### config.mk
export PLATFORM = sky130hd
export DESIGN_NAME = route_gate_rx
export DESIGN_NICKNAME = d
export VERILOG_FILES = /design/src/rtl/route_gate_rx.sv
export SDC_FILE = /design/constraint.sdc
export NUM_CORES = 1
export LEC_CHECK = 0
export ABC_CLOCK_PERIOD_IN_PS = 5410
export BUFFER_PORTS_ARGS = -buffer_cell sky130_fd_sc_hd__buf_2
export CAP_MARGIN = 20
export CORE_MARGIN = 2
export CORE_UTILIZATION = 65
export DETAILED_ROUTE_END_ITERATION = 16
export GPL_ROUTABILITY_DRIVEN = 1
export PLACE_DENSITY = 0.92
export SYNTH_ARGS = -nofsm -noshare
export SYNTH_HDL_FRONTEND = slang
export SYNTH_SLANG_ARGS = --single-unit
### constraint.sdc
create_clock -name aclk -period 5.41 [get_ports aclk]
set_input_delay 0.541 -clock aclk [delete_from_list [all_inputs] [get_ports aclk]]
set_output_delay 0.541 -clock aclk [all_outputs]
set_load 0.05 [all_outputs]
### src/rtl/route_gate_rx.sv
// Receive-side route capability gate: per-port table of permitted sender IDs,
// one registered grant/deny response per request, saturating telemetry counters.
module route_gate_rx #(
   parameter int unsigned N_PORTS    = 4,
   parameter int unsigned N_ENTRIES  = 4,
   parameter int unsigned UL_ID_BITS = 4,
   parameter int unsigned CNT_BITS   = 16,
   localparam int unsigned PORT_BITS = (N_PORTS > 1) ? $clog2(N_PORTS) : 1
) (
   input  logic                  aclk,
   input  logic                  aresetn,
   input  logic                  ctrl_valid,
   output logic                  ctrl_ready,
   input  logic [1:0]            ctrl_op,
   input  logic [PORT_BITS-1:0]  ctrl_port,
   input  logic [UL_ID_BITS-1:0] ctrl_ul_id,
   output logic                  ctrl_err,
   input  logic                  req_valid,
   output logic                  req_ready,
   input  logic [PORT_BITS-1:0]  req_port,
   input  logic [UL_ID_BITS-1:0] req_ul_id,
   output logic                  rsp_valid,
   input  logic                  rsp_ready,
   output logic [PORT_BITS-1:0]  rsp_port,
   output logic                  rsp_grant,
   output logic [CNT_BITS-1:0]   grant_cnt,
   output logic [CNT_BITS-1:0]   deny_cnt
);

   localparam logic [1:0] OP_ADD      = 2'b00;
   localparam logic [1:0] OP_DEL      = 2'b01;
   localparam logic [1:0] OP_CLR_PORT = 2'b10;
   localparam logic [1:0] OP_CLR_ALL  = 2'b11;
   localparam logic [CNT_BITS-1:0] CNT_MAX = '1;

   logic [N_ENTRIES-1:0]  tbl_valid [N_PORTS];
   logic [UL_ID_BITS-1:0] tbl_id    [N_PORTS][N_ENTRIES];

   logic                  ctrl_fire;
   logic                  req_fire;
   logic                  ctrl_in_range;
   logic                  req_in_range;
   logic [PORT_BITS-1:0]  ctrl_row;
   logic [PORT_BITS-1:0]  req_row;
   logic [N_ENTRIES-1:0]  ctrl_hit;
   logic [N_ENTRIES-1:0]  req_hit;
   logic [N_ENTRIES-1:0]  ctrl_free;
   logic [N_ENTRIES-1:0]  ctrl_pick;
   logic                  grant_c;
   logic                  err_c;
   logic                  do_add;

   assign ctrl_fire     = ctrl_valid & ctrl_ready;
   assign req_ready     = ctrl_ready & (~rsp_valid | rsp_ready);
   assign req_fire      = req_valid & req_ready;
   assign ctrl_in_range = 32'(ctrl_port) < N_PORTS;
   assign req_in_range  = 32'(req_port) < N_PORTS;
   assign ctrl_row      = ctrl_in_range ? ctrl_port : '0;
   assign req_row       = req_in_range ? req_port : '0;

   // Parallel compare of every slot in the addressed row
   always_comb begin
      ctrl_hit = '0;
      req_hit  = '0;
      for (int unsigned e = 0; e < N_ENTRIES; e++) begin
         ctrl_hit[e] = tbl_valid[ctrl_row][e] && (tbl_id[ctrl_row][e] == ctrl_ul_id);
         req_hit[e]  = tbl_valid[req_row][e] && (tbl_id[req_row][e] == req_ul_id);
      end
   end

   // Lowest-index free slot as a one-hot
   assign ctrl_free = ~tbl_valid[ctrl_row];
   assign ctrl_pick = ctrl_free & (~ctrl_free + N_ENTRIES'(1));
   assign grant_c   = req_in_range & (|req_hit);

   always_comb begin
      err_c  = 1'b0;
      do_add = 1'b0;
      case (ctrl_op)
         OP_ADD: begin
            err_c  = ~ctrl_in_range | ((ctrl_hit == '0) & (ctrl_free == '0));
            do_add = ctrl_fire & ctrl_in_range & (ctrl_hit == '0) & (ctrl_free != '0);
         end
         OP_DEL:      err_c = ~ctrl_in_range | (ctrl_hit == '0);
         OP_CLR_PORT: err_c = ~ctrl_in_range;
         default:     err_c = 1'b0;
      endcase
   end

   always_ff @(posedge aclk or negedge aresetn) begin
      if (!aresetn) begin
         for (int unsigned p = 0; p < N_PORTS; p++) tbl_valid[p] <= '0;
      end else if (ctrl_fire) begin
         case (ctrl_op)
            OP_ADD: if (do_add) tbl_valid[ctrl_row] <= tbl_valid[ctrl_row] | ctrl_pick;
            OP_DEL: if (ctrl_in_range) tbl_valid[ctrl_row] <= tbl_valid[ctrl_row] & ~ctrl_hit;
            OP_CLR_PORT: if (ctrl_in_range) tbl_valid[ctrl_row] <= '0;
            OP_CLR_ALL: for (int unsigned p = 0; p < N_PORTS; p++) tbl_valid[p] <= '0;
            default: ;
         endcase
      end
   end

   // ID storage is qualified by the valid bits, so it carries no reset
   always_ff @(posedge aclk) begin
      if (do_add) begin
         for (int unsigned e = 0; e < N_ENTRIES; e++)
            if (ctrl_pick[e]) tbl_id[ctrl_row][e] <= ctrl_ul_id;
      end
   end

   always_ff @(posedge aclk or negedge aresetn) begin
      if (!aresetn) begin
         ctrl_ready <= 1'b0;
         ctrl_err   <= 1'b0;
         rsp_valid  <= 1'b0;
         rsp_port   <= '0;
         rsp_grant  <= 1'b0;
         grant_cnt  <= '0;
         deny_cnt   <= '0;
      end else begin
         ctrl_ready <= 1'b1;
         ctrl_err   <= ctrl_fire & err_c;
         if (req_fire) begin
            rsp_valid <= 1'b1;
            rsp_port  <= req_port;
            rsp_grant <= grant_c;
            if (grant_c && grant_cnt != CNT_MAX) grant_cnt <= grant_cnt + CNT_BITS'(1);
            if (!grant_c && deny_cnt != CNT_MAX) deny_cnt <= deny_cnt + CNT_BITS'(1);
         end else if (rsp_ready) begin
            rsp_valid <= 1'b0;
         end
      end
   end

endmodule

### Word-level counts from Yosys, hierarchy flattened

Memory sizes are Yosys's and may differ from the RTL's.
Cells that the tools add are included.

| storage, ports and cells | value |
|---|---|
| flip-flop bits (word level) | 54 |
| bits in latches | 0 |
| RAM bits | 64 |
| bits in read-only memories | 0 |
| input bits | 19 |
| output and inout bits | 39 |
| word-level logic and storage cells | 100 |
| memories | 1 |

| cells by class | value |
|---|---|
| add/sub/neg operators | 3 |
| $mul | 0 |
| divide/modulo/power cells | 0 |
| order comparisons | 3 |
| eq/ne operators | 14 |
| shift operators | 0 |
| muxes and demuxes | 28 |
| bitwise operators | 19 |
| reductions and logical operators | 21 |

Memories:

| name | depth | width | rd ports | clocked after Yosys merged registers in | wr ports | line | RTL |
|---|---|---|---|---|---|---|---|
| tbl_id | 4 | 16 | 2 | 0 | 1 | 37 | `logic [UL_ID_BITS-1:0] tbl_id [N_PORTS][N_ENTRIES];` |

Operators with widths:

| kind | count |
|---|---|
| 16-bit one-hot mux with 4 select lines | 1 |
| 16-bit by 1-bit adder with 16-bit output, second input constant | 2 |
| 16-bit bitwise mux | 2 |
| 4-bit equality test | 8 |
| 16-bit inequality test, second input constant | 2 |
| 4-bit two-way mux | 5 |
| 16-bit AND | 1 |
| 4-bit binary-select mux with 2-bit select | 2 |
| 16-bit two-way mux | 1 |
| 16-bit inverter | 1 |
| 1-bit two-way mux | 15 |
| 4-bit inverter | 3 |
| 1-bit logical AND | 11 |
| 4-bit AND | 2 |
| 4-bit demux with 2-bit select | 1 |
| 4-bit logical NOT | 2 |
| 1-bit AND | 7 |
| 3-bit >= comparator, second input constant | 2 |
| 2-bit inverter with 3-bit output | 2 |
| 2-bit AND reduction | 3 |
| 4-bit by 1-bit adder with 4-bit output, second input constant | 1 |
| 2-bit equality test, second input constant | 2 |
| 4-bit bitwise OR | 1 |
| 4-bit nonzero test | 1 |
| 10 further kinds | 10 |

### Logic depth before layout (Yosys ltp)

| logic depth | value |
|---|---|
| word-level depth | 12 |
| depth in mapped cells | 10 |
| mapped depth without buffers | 7 |

### Worst setup path before layout

No wires, ideal clock.

| path | value |
|---|---|
| kind | input-to-reg |
| start | in ctrl_port[0] |
| end | mem tbl_id[0][0] in the netlist's numbering (enable) |
| setup time | 0.329 ns |
| data arrival time | 2.962 ns |
| required time | 5.081 ns |
| setup slack | 2.118 ns |
| cell stages on the path | 10 |
| path buffers | 3 |
| cells stage by stage | buf_6 > buf_12 > mux4_1 > xnor2_1 > nand3_2 > a21oi_2 > or4_4 > buf_6 > or3_4 > nor2_1 |

| between the ends | value |
|---|---|
| cells in the longest elaborated chain, start to end | 11 |
| elaborated cells between the ends (all ways) | 25 |
| those cells by class | add/sub (1); eq/ne (4); mux (7); bitwise (6); reduce/logical (6); memory (1) |

RTL lines:

| what | line | RTL |
|---|---|---|
| from (decl) | 15 | `input logic [PORT_BITS-1:0] ctrl_port,` |
| 2-bit inverter with 3-bit output (implied by the code) | 66, 72 |  |
| 4-bit binary-select mux with 2-bit select | 66, 72 |  |
| 4-bit two-way mux (implied by the code) (2 in a row) | 66, 72 |  |
| 4-bit inverter / 1-bit logical AND (equally long branches) | 72, 66 |  |
| 4-bit inverter / 4-bit logical NOT (equally long branches) | 73, 82 |  |
| 4-bit by 1-bit adder with 4-bit output / 1-bit AND (equally long branches) | 73, 82 |  |
| 4-bit AND / 1-bit AND (equally long branches) | 73, 82 |  |
| 1-bit two-way mux (on tied branches) | 108, 79 |  |
| 1-bit two-way mux | 106 | `if (do_add) begin` |
| 1-bit two-way mux (implied by the code) | 108 | `if (ctrl_pick[e]) tbl_id[ctrl_row][e] <= ctrl_ul_id;` |
| to (decl) | 37 |  |

Parallel ways exist; a longest one is shown, timed or not. The select of a mux whose other input is x is not followed.

### Worst setup path in the final report

Same ends and word-level chain as after synthesis.

==> metrics.cfg <==
[critical_path]
critPathTopFamily=simple AND/OR/NAND/NOR gates
crit_slowest_cell=mux4_1
start_kind=input pin
reg2reg_setup_slack_ns=2.23
cp_num_buf_inv=1
crit_arrival_ns=3.69
criticalPathCategory=input pin to register
required_ns=5.61
endpoint=tbl_id[0][0]$_DFFE_PP_
worstSetupEndpointType=register
rr_startpoint=tbl_id[1][4]$_DFFE_PP_
worstSetupPathDepth=8
startpoint=ctrl_port[0]
crit_path_max_incr_delay_ns=0.66
r2r_cells=7
path_max_fanout=28
cp_cell_sequence=buf_2 -> mux4_1 -> xnor2_1 -> nand4_1 -> o22ai_2 -> or4_4 -> or3_4 -> nor2_1
r2r_end=tbl_id[0][0]$_DFFE_PP_

[sta]
hold_viol=0
slew_violations=0
rsz0062_at_grt=false
fmax_mhz=287
finalCriticalPeriod_ns=3.48
tightestPinTransition_ns=0.787
slew_headroom=0.471
period_share=0.644
finClkSkew_ns=0.00804
setup_violations=0
setup-tns-final_ns=0

[cts]
numCtsBuffers=17
worstSkewPairLatency_ns=0.54
cts_resized=0
clk_pin_slew_ns=0.06
cts.sinks=118
ctsHtreeMaxLevel=4
ctsLongestPathBuffers=2
holdBufCountCts=1
postCtsSetupBuffers=0
cts_tree=done
cts-root-buf=clkbuf_8

[logic_synthesis]
synth_cells=510
netlist_area_um2=6420
yosys.area.top_type=edfxtp_1
synth-seq-area-share=0.510
yosysWarnings=0
synth.distinct_cells=59
synth_top_area_frac=0.299
post-synth-top-count-cell=edfxtp_1
synth_edf_count=64
avgSynthCellArea_um2=12.6
synthArstFlopShare=0.458
synth_area_leaders=edfxtp_1, dfrtp_1, mux4_2, xnor2_1, mux4_1
synthesis.nets=531
synthTopCellsByCount=edfxtp_1, dfrtp_1, xnor2_1
ys_ff_latch=118
ys.flop_type=edfxtp_1

[route]
drt-initial-drc-count=612
via_count=4853
wirelength_um=15900
ant_nets=0
routed_via_density=6.90
first_pass_iters=6
drc=0
wl_per_cell_um=22.6

[die]
core_um2=9680
die_w_um=103
start_util=0.663
pin_count=58
rows=36
die_h_um=103
die-area_um2=10700

[placement]
place_congestion=0.888
dpl.cell_count=669
port_buffers=57
hpwl_um=10000

[pwr]
peakVddDrop_mv=0.296
total_power_mw=2.67
sequentialPowerShare=0.399
p_per_area_nw_per_um2=363
p_sw_frac=0.292
p_sw_uw=779
internal_power_mw=1.89
leakage_nw=2.92
power_frac_comb=0.171
p_clk_frac=0.429

[worst_hold_path]
hp-class=input pin to register
hold_start=rsp_ready

[grt]
grt_pass1_wl_um=24500
grt_max_degree=49
grt_usage=0.314
grt_pass1_vias=4701
overflow=0
antenna_found_initial=0

[flow_run]
cap_violations=0

[cells_and_area]
synthToLayoutAreaGrowth_pct=14.7
drive_gt1_frac=0.240
fin_cells=703
antenna_cells=0
fin_nets=578

[status]
status=finished clean

how the worst min path moves through the flow:
stage / endpoint / depth (start not counted)
2_1_floorplan: asynchronous set/reset pin / 0
3_3_place_gp: deny_cnt[5]$_DFFE_PN0P_ / 1
3_5_place_dp: deny_cnt[4]$_DFFE_PN0P_ / 1
4_1_cts: rsp_valid$_DFFE_PN0P_ / 3
5_1_grt: rsp_valid$_DFFE_PN0P_ / 3
6_report: rsp_valid$_DFFE_PN0P_ / 3
placed cells by master (no fill, tap or decap), types with 14 or more instances in the layout:
cell | synthesis | final
dfrtp_1 | 54 | 54
and3_1 | 15 | 15
mux4_2 | 29 | 29
buf_2 | 8 | 57
nand3_1 | 26 | 26
clkbuf_16 | 0 | 18
xor2_1 | 22 | 22
nor2_1 | 33 | 33
xnor2_1 | 42 | 42
nand2_1 | 30 | 30
a21oi_1 | 21 | 21
o21ai_0 | 14 | 14
edfxtp_1 | 64 | 64
cell type report:
class	instances	area (µm²)
clock buffer	22	495
inverter	8	30.0
tap	133	166
sequential	118	3270
clock inverter	10	114
fill	536	2320
multi-input combinational	351	2960
timing repair buffer	61	325
layer usage:
layer  share of wire  vias to the layer above  routed length (µm)  global-route usage
li1                -                     2028                   -                   -
met2            0.49                      378                7730               0.511
met4           0.048                        0                 764               0.155
met1            0.37                     2357                5880               0.393
met3           0.096                       90                1530              0.0833
met5               0                        -                   0                   0
through the flow:
step	setup slack (ns)	hold WS, ns	cell area [µm²]	util
after global routing	1.78	0.280	7360	0.760
final	1.93	0.269	7360	0.760
after floorplan	2.12	0.245	6420	-
after detailed placement	1.47	0.379	6730	0.695
after CTS	1.97	0.261	7350	0.759
after global placement	1.61	0.370	6730	0.695
power groups by stage:
stage / clock [mW] / combinational, mW / sequential (mW)
after floorplan: 0 / 0.230 / 1.17
after global placement: 0 / 0.425 / 1.07
after detailed placement: 0 / 0.444 / 1.08
after CTS: 1.14 / 0.451 / 1.06
after global routing: 1.19 / 0.491 / 1.07
final: 1.15 / 0.457 / 1.07
cells by family (layout without fill, tap and decap cells):
family / after synthesis / in the layout / share of synthesized area
compound gates: 73 / 73 / 0.0770
xor+xnor: 64 / 64 / 0.0873
other cells: 1 / 1 / 0.000584
simple gates: 161 / 161 / 0.132
mux: 50 / 50 / 0.158
flops: 118 / 118 / 0.510
buf+inv: 41 / 101 / 0.0310
fa+ha+maj: 2 / 2 / 0.00390
worst register-to-register path: stages (launching register included):
cell,delay [ns]
edfxtp_1,0.40
mux4_1,0.53
xnor2_1,0.15
nand4_1,0.23
o22ai_2,0.19
or4_4,0.57
or3_4,0.43
nor2_1,0.33
No activity file was read; power rests on OpenSTA's default activity.
